===== config.mk =====
export PLATFORM = sky130hd
export DESIGN_NAME = hcf_controller
export DESIGN_NICKNAME = d
export VERILOG_FILES = /design/src/rtl/hcf_pkg.sv /design/src/rtl/hcf_iter_counter.sv /design/src/rtl/hcf_controller.sv
export SDC_FILE = /design/constraint.sdc
export NUM_CORES = 1
export LEC_CHECK = 0
export CAP_MARGIN = 10
export CELL_PAD_IN_SITES_DETAIL_PLACEMENT = 0
export CELL_PAD_IN_SITES_GLOBAL_PLACEMENT = 1
export CORE_MARGIN = 4
export CORE_UTILIZATION = 31
export CTS_CLUSTER_DIAMETER = 30
export CTS_CLUSTER_SIZE = 14
export DETAILED_ROUTE_END_ITERATION = 10
export GPL_ROUTABILITY_DRIVEN = 0
export PLACE_DENSITY = 0.8
export SYNTH_ARGS = -nofsm -noshare
export SYNTH_HDL_FRONTEND = slang
export SYNTH_SLANG_ARGS = --single-unit
export TNS_END_PERCENT = 20

===== constraint.sdc =====
create_clock -name clk -period 2 [get_ports clk]
set_input_delay 0.4 -clock clk [delete_from_list [all_inputs] [get_ports clk]]
set_output_delay 0.4 -clock clk [all_outputs]
set_load 0.01 [all_outputs]

===== src/rtl/hcf_pkg.sv =====
// Shared state type, select encodings and defaults for the HCF controller slice.
package hcf_pkg;

    localparam int HCF_ITER_W = 16;

    localparam logic SEL_A    = 1'b0;
    localparam logic SEL_B    = 1'b1;
    localparam logic BUS_SUB  = 1'b0;
    localparam logic BUS_DATA = 1'b1;

    typedef enum logic [2:0] {
        IDLE   = 3'd0,
        LOAD_A = 3'd1,
        LOAD_B = 3'd2,
        CHECK  = 3'd3,
        DONE   = 3'd4,
        ERR    = 3'd5
    } hcf_state_e;

    // Odd parity rules out zero and two set; the AND term rules out all three set.
    function automatic logic isOneHot(input logic lt, input logic gt, input logic eq);
        return (lt ^ gt ^ eq) && !(lt && gt && eq);
    endfunction

endpackage


===== src/rtl/hcf_iter_counter.sv =====
// Subtraction counter with synchronous clear/increment and a terminal flag at MAX_ITER.
module hcf_iter_counter
    import hcf_pkg::*;
#(
    parameter int ITER_W   = HCF_ITER_W,
    parameter int MAX_ITER = 65535
) (
    input  logic              clk,
    input  logic              rst,
    input  logic              clear_i,
    input  logic              incr_i,
    output logic [ITER_W-1:0] cnt_o,
    output logic              terminal_o
);

    logic [ITER_W-1:0] cnt_q;
    logic [ITER_W-1:0] cnt_d;

    always_comb begin
        cnt_d = cnt_q;
        if (clear_i) begin
            cnt_d = '0;
        end else if (incr_i) begin
            cnt_d = cnt_q + ITER_W'(1);
        end
    end

    always_ff @(posedge clk) begin
        if (rst) begin
            cnt_q <= '0;
        end else begin
            cnt_q <= cnt_d;
        end
    end

    assign cnt_o      = cnt_q;
    assign terminal_o = (cnt_q == ITER_W'(MAX_ITER));

endmodule


===== src/rtl/hcf_controller.sv =====
// Control FSM for the subtract-and-compare HCF datapath: host handshake,
// operand loading, one subtraction per cycle, and an iteration guard.
module hcf_controller
    import hcf_pkg::*;
#(
    parameter int ITER_W   = HCF_ITER_W,
    parameter int MAX_ITER = 65535
) (
    input  logic              clk,
    input  logic              rst,
    input  logic              start,
    input  logic              lt,
    input  logic              gt,
    input  logic              eq,
    output logic              ldA,
    output logic              ldB,
    output logic              sel1,
    output logic              sel2,
    output logic              sel_in,
    output logic              busy,
    output logic              done,
    output logic              error,
    output logic [ITER_W-1:0] iter_cnt
);

    hcf_state_e state_q;
    hcf_state_e state_d;
    logic       cntClear;
    logic       cntIncr;
    logic       atLimit;
    logic       statusOk;

    assign statusOk = isOneHot(lt, gt, eq);

    hcf_iter_counter #(
        .ITER_W  (ITER_W),
        .MAX_ITER(MAX_ITER)
    ) u_iter_counter (
        .clk       (clk),
        .rst       (rst),
        .clear_i   (cntClear),
        .incr_i    (cntIncr),
        .cnt_o     (iter_cnt),
        .terminal_o(atLimit)
    );

    // CHECK outputs are Mealy: they follow the comparator status of the same cycle.
    always_comb begin
        state_d  = state_q;
        ldA      = 1'b0;
        ldB      = 1'b0;
        sel1     = SEL_A;
        sel2     = SEL_A;
        sel_in   = BUS_SUB;
        done     = 1'b0;
        error    = 1'b0;
        cntClear = 1'b0;
        cntIncr  = 1'b0;
        case (state_q)
            IDLE: begin
                if (start) begin
                    cntClear = 1'b1;
                    state_d  = LOAD_A;
                end
            end
            LOAD_A: begin
                ldA     = 1'b1;
                sel_in  = BUS_DATA;
                state_d = LOAD_B;
            end
            LOAD_B: begin
                ldB     = 1'b1;
                sel_in  = BUS_DATA;
                state_d = CHECK;
            end
            CHECK: begin
                if (!statusOk) begin
                    state_d = ERR;
                end else if (eq) begin
                    state_d = DONE;
                end else if (atLimit) begin
                    state_d = ERR;
                end else if (gt) begin
                    ldA     = 1'b1;
                    sel1    = SEL_A;
                    sel2    = SEL_B;
                    sel_in  = BUS_SUB;
                    cntIncr = 1'b1;
                end else begin
                    ldB     = 1'b1;
                    sel1    = SEL_B;
                    sel2    = SEL_A;
                    sel_in  = BUS_SUB;
                    cntIncr = 1'b1;
                end
            end
            DONE: begin
                done    = 1'b1;
                state_d = IDLE;
            end
            ERR: begin
                error   = 1'b1;
                state_d = IDLE;
            end
            default: begin
                state_d = IDLE;
            end
        endcase
    end

    always_ff @(posedge clk) begin
        if (rst) begin
            state_q <= IDLE;
        end else begin
            state_q <= state_d;
        end
    end

    assign busy = (state_q != IDLE);

endmodule


==> impl_metrics.csv <==
group,metric,value,unit
routing,num_vias,1446,
clocking,clk_latency,0.25,ns
pwr,seqPwrFrac,46.8,%
setup_path,cp-end-kind,"primary output",
worst_hold_path,whs_path_depth,2,
clocking,numCtsBuffers,3,
floorplanning,die_x,69.2,µm
setup_path,path_class,"reg2out",
floorplanning,core,3470,µm²
cells_and_area,final_util,57.7,%
cells_and_area,fill_cells,313,
pwr,switching_share,26.5,%
grt,grt-ovfl-total,0,
setup_path,cp_data_arrival_time,1.65,ns
pwr,peakVddDrop,0.221,mV
routing,routed_wl,3850,µm
cells_and_area,seq_area,397,µm²
clocking,cts.sinks,19,
pwr,p_int,611,µW
outcome,violations,"negative setup slack",
cells_and_area,layout-area-overhead-vs-synth,72.3,%
routing,post_drt_wl_per_cell,14.6,µm
clocking,cts_max_level,1,
logic_synthesis,ys_warn_count,0,
cells_and_area,layout_commonest_cell,"buf_4",
routing,m1WireLength,1720,µm
timing,worst_slack,-0.0463,ns
clocking,cts_root_buffer,"clkbuf_8",
grt,grt_max_degree,12,
clocking,cts_max_path_buffers,2,
cells_and_area,final_cells,264,
routing,drt_iter0_drc,83,
setup_path,crit_fanout,2,
routing,via_per_inst,5.48,
timing,finalSetupTns,-0.0833,ns
logic_synthesis,ys_types,39,
cells_and_area,layout.nets,227,
setup_path,cp-start-kind,"flip-flop",
floorplanning,die-height,69.2,µm
timing,finClkSkew,0.00267,ns
grt,grt_pass1_wl,6850,µm
outcome,status,"complete, but fails checks",
logic_synthesis,ys_ff_latch,19,
logic_synthesis,syn_nets,149,
pwr,power-per-cell-area,416,nW/µm²
timing,slew_violations,0,
setup_path,reg2reg_depth,5,
grt,track_usage,16.6,%
timing,hold_viol_final,0,
pwr,p_leak,0.000852,µW
timing,whs,0.539,ns
timing,final-setup-viol-count,3,
placed_design,dp_cells,247,
grt,grt_pass1_vias,1473,
routing,route.met2.wl,1900,µm
logic_synthesis,synthDominantCellAreaShare,32.8,%
floorplanning,io_pins,30,
timing,rsz0062_at_grt,"true",
logic_synthesis,ys_top_cells_by_area,"dfxtp_1, mux2i_1, or4_1",
timing,fmax,489,MHz
logic_synthesis,ys_seq_area_share,32.8,%
logic_synthesis,syn_area,1160,µm²
timing,relSlewSlack,65.0,%
pwr,clkPwrFrac,32.9,%
routing,ant_nets,0,
logic_synthesis,synth_top_area_cell,"dfxtp_1",
job,maxCapViolCount,0,
routing,drcViolationCount,0,
cells_and_area,layout-drive-gt1-share,39.9,%
cells_and_area,diodes,0,
worst_hold_path,hold_class,"reg2reg",
placed_design,place_hpwl,2810,µm
floorplanning,die_area,4790,µm²
timing,period_needed,2.05,ns
routing,top_layer_used,"met4",
clocking,cts_tree,"built",
pwr,share_comb_of_total_power,20.4,%
logic_synthesis,synthCells,141,
floorplanning,num_rows,21,
cells_and_area,multi_input_area,815,µm²
routing,routed-wl-met3,164,µm
grt,antenna_found_initial,0,
timing,finalCritPeriodShare,102,%
setup_path,required,1.60,ns
timing,worst_pin_slew,0.520,ns
placed_design,port_buffers,29,
cells_and_area,final_cell_mix,"buf_4, clkdlybuf4s50_1, nand2_1",
pwr,netSwitchingPower,221,µW
logic_synthesis,avgSynthCellArea,8.23,µm²
routing,firstDrtPassIters,6,
clocking,clkTransAtPathRegs,0.07,ns
floorplanning,initial_core_util,33.5,%
## power groups by stage
stage / logic [µW] / clock network [µW] / registers [µW]
global route: 184 / 290 / 390
detailed placement: 168 / 0 / 400
finish: 170 / 273 / 389
CTS: 169 / 281 / 389
global placement: 163 / 0 / 399
floorplan: 90.5 / 0 / 395
## registers in the layout (all words and copies together), names as in the netlist
name / count
state_q: 3
u_iter_counter.cnt_o: 16
## path summary, 6_finish.rpt
kind | startpoint | end | slack (ns)
max | u_iter_counter.cnt_o[9] | ldB | -0.05
min | state_q[0] | state_q[2] | 0.54
max reg2reg | u_iter_counter.cnt_o[5] | u_iter_counter.cnt_o[10] | 0.08
min reg2reg | state_q[0] | state_q[2] | 0.54
## critical path, cell delays in order, from the launching register on
cell	delay (ns)
dfxtp_2	0.36
nand3_4	0.09
or4_4	0.56
o21ai_4	0.16
o32ai_2	0.08
buf_2	0.14
## kinds of logic (layout without fill, tap and decap cells)
group                      count (synthesis)  in the layout  share of synthesized area, %
adders and majority gates                  2              2                          2.15
buffers and inverters                     11             88                          4.85
xor gates and xnor gates                   1              1                         0.754
and+or+nand+nor                           68             68                          34.5
DFF                                       19             19                          32.8
muxes                                      6              6                          5.17
AOI/OAI and AO/OA                         34             34                          19.8
## per-layer routing
layer,vias to the layer above,GRT usage [%]
met3,6,1.16
met4,0,6.07
li1,699,-
met5,-,0
met2,49,28.9
met1,692,21.4
## cell usage after synthesis
library cell   n
dfxtp_1       19
or4_1          8
buf_6          1
o21ba_2        1
nor3_1         5
clkbuf_1       4
nand4_1        4
nor2b_1        1
o311ai_1       1
or4_4          1
mux2i_1        6
buf_4          2
a32o_1         1
o31ai_1        6
or2_1          1
o211ai_1       2
nand3b_4       1
or3_1          9
ha_1           2
o32ai_1        1
o21ai_0        5
a31oi_1        3
a2111oi_0      1
nor4b_1        1
xnor2_1        1
nand4_2        1
nand2_1       12
a311oi_1       1
a211oi_1       3
nand3_1        5
a21oi_1        8
o41ai_1        1
or2_2          1
nor2_1         8
and2_1         3
nand2b_1       1
and3_1         2
inv_1          4
nor4_1         4
## through the flow
stage / area [µm²] / setup slack, ns / power (µW)
3_3_place_gp: 1770 / -0.657 / 562
2_1_floorplan: 1180 / -0.00681 / 486
6_report: 2000 / -0.0463 / 832
4_1_cts: 1950 / -0.0353 / 839
3_5_place_dp: 1770 / -0.748 / 568
5_1_grt: 2000 / -0.100 / 864
## cell type report
class / instances / share of cell area (%)
flip-flops and latches: 19 / 19.8
repair buffers: 80 / 33.6
multi-input cells: 111 / 40.7
inverters: 4 / 0.750
clock buffers: 4 / 2.25
well taps: 46 / 2.88
## repair_timing
item                       in CTS  in global routing
pin swaps                      12                  8
cloned                          0                  0
buffers inserted               12                  1
setup endpoints to repair      14                  9
hold buffers                    0                  0
gates resized for setup        54                  7
No activity file was read; power rests on OpenSTA's default activity.
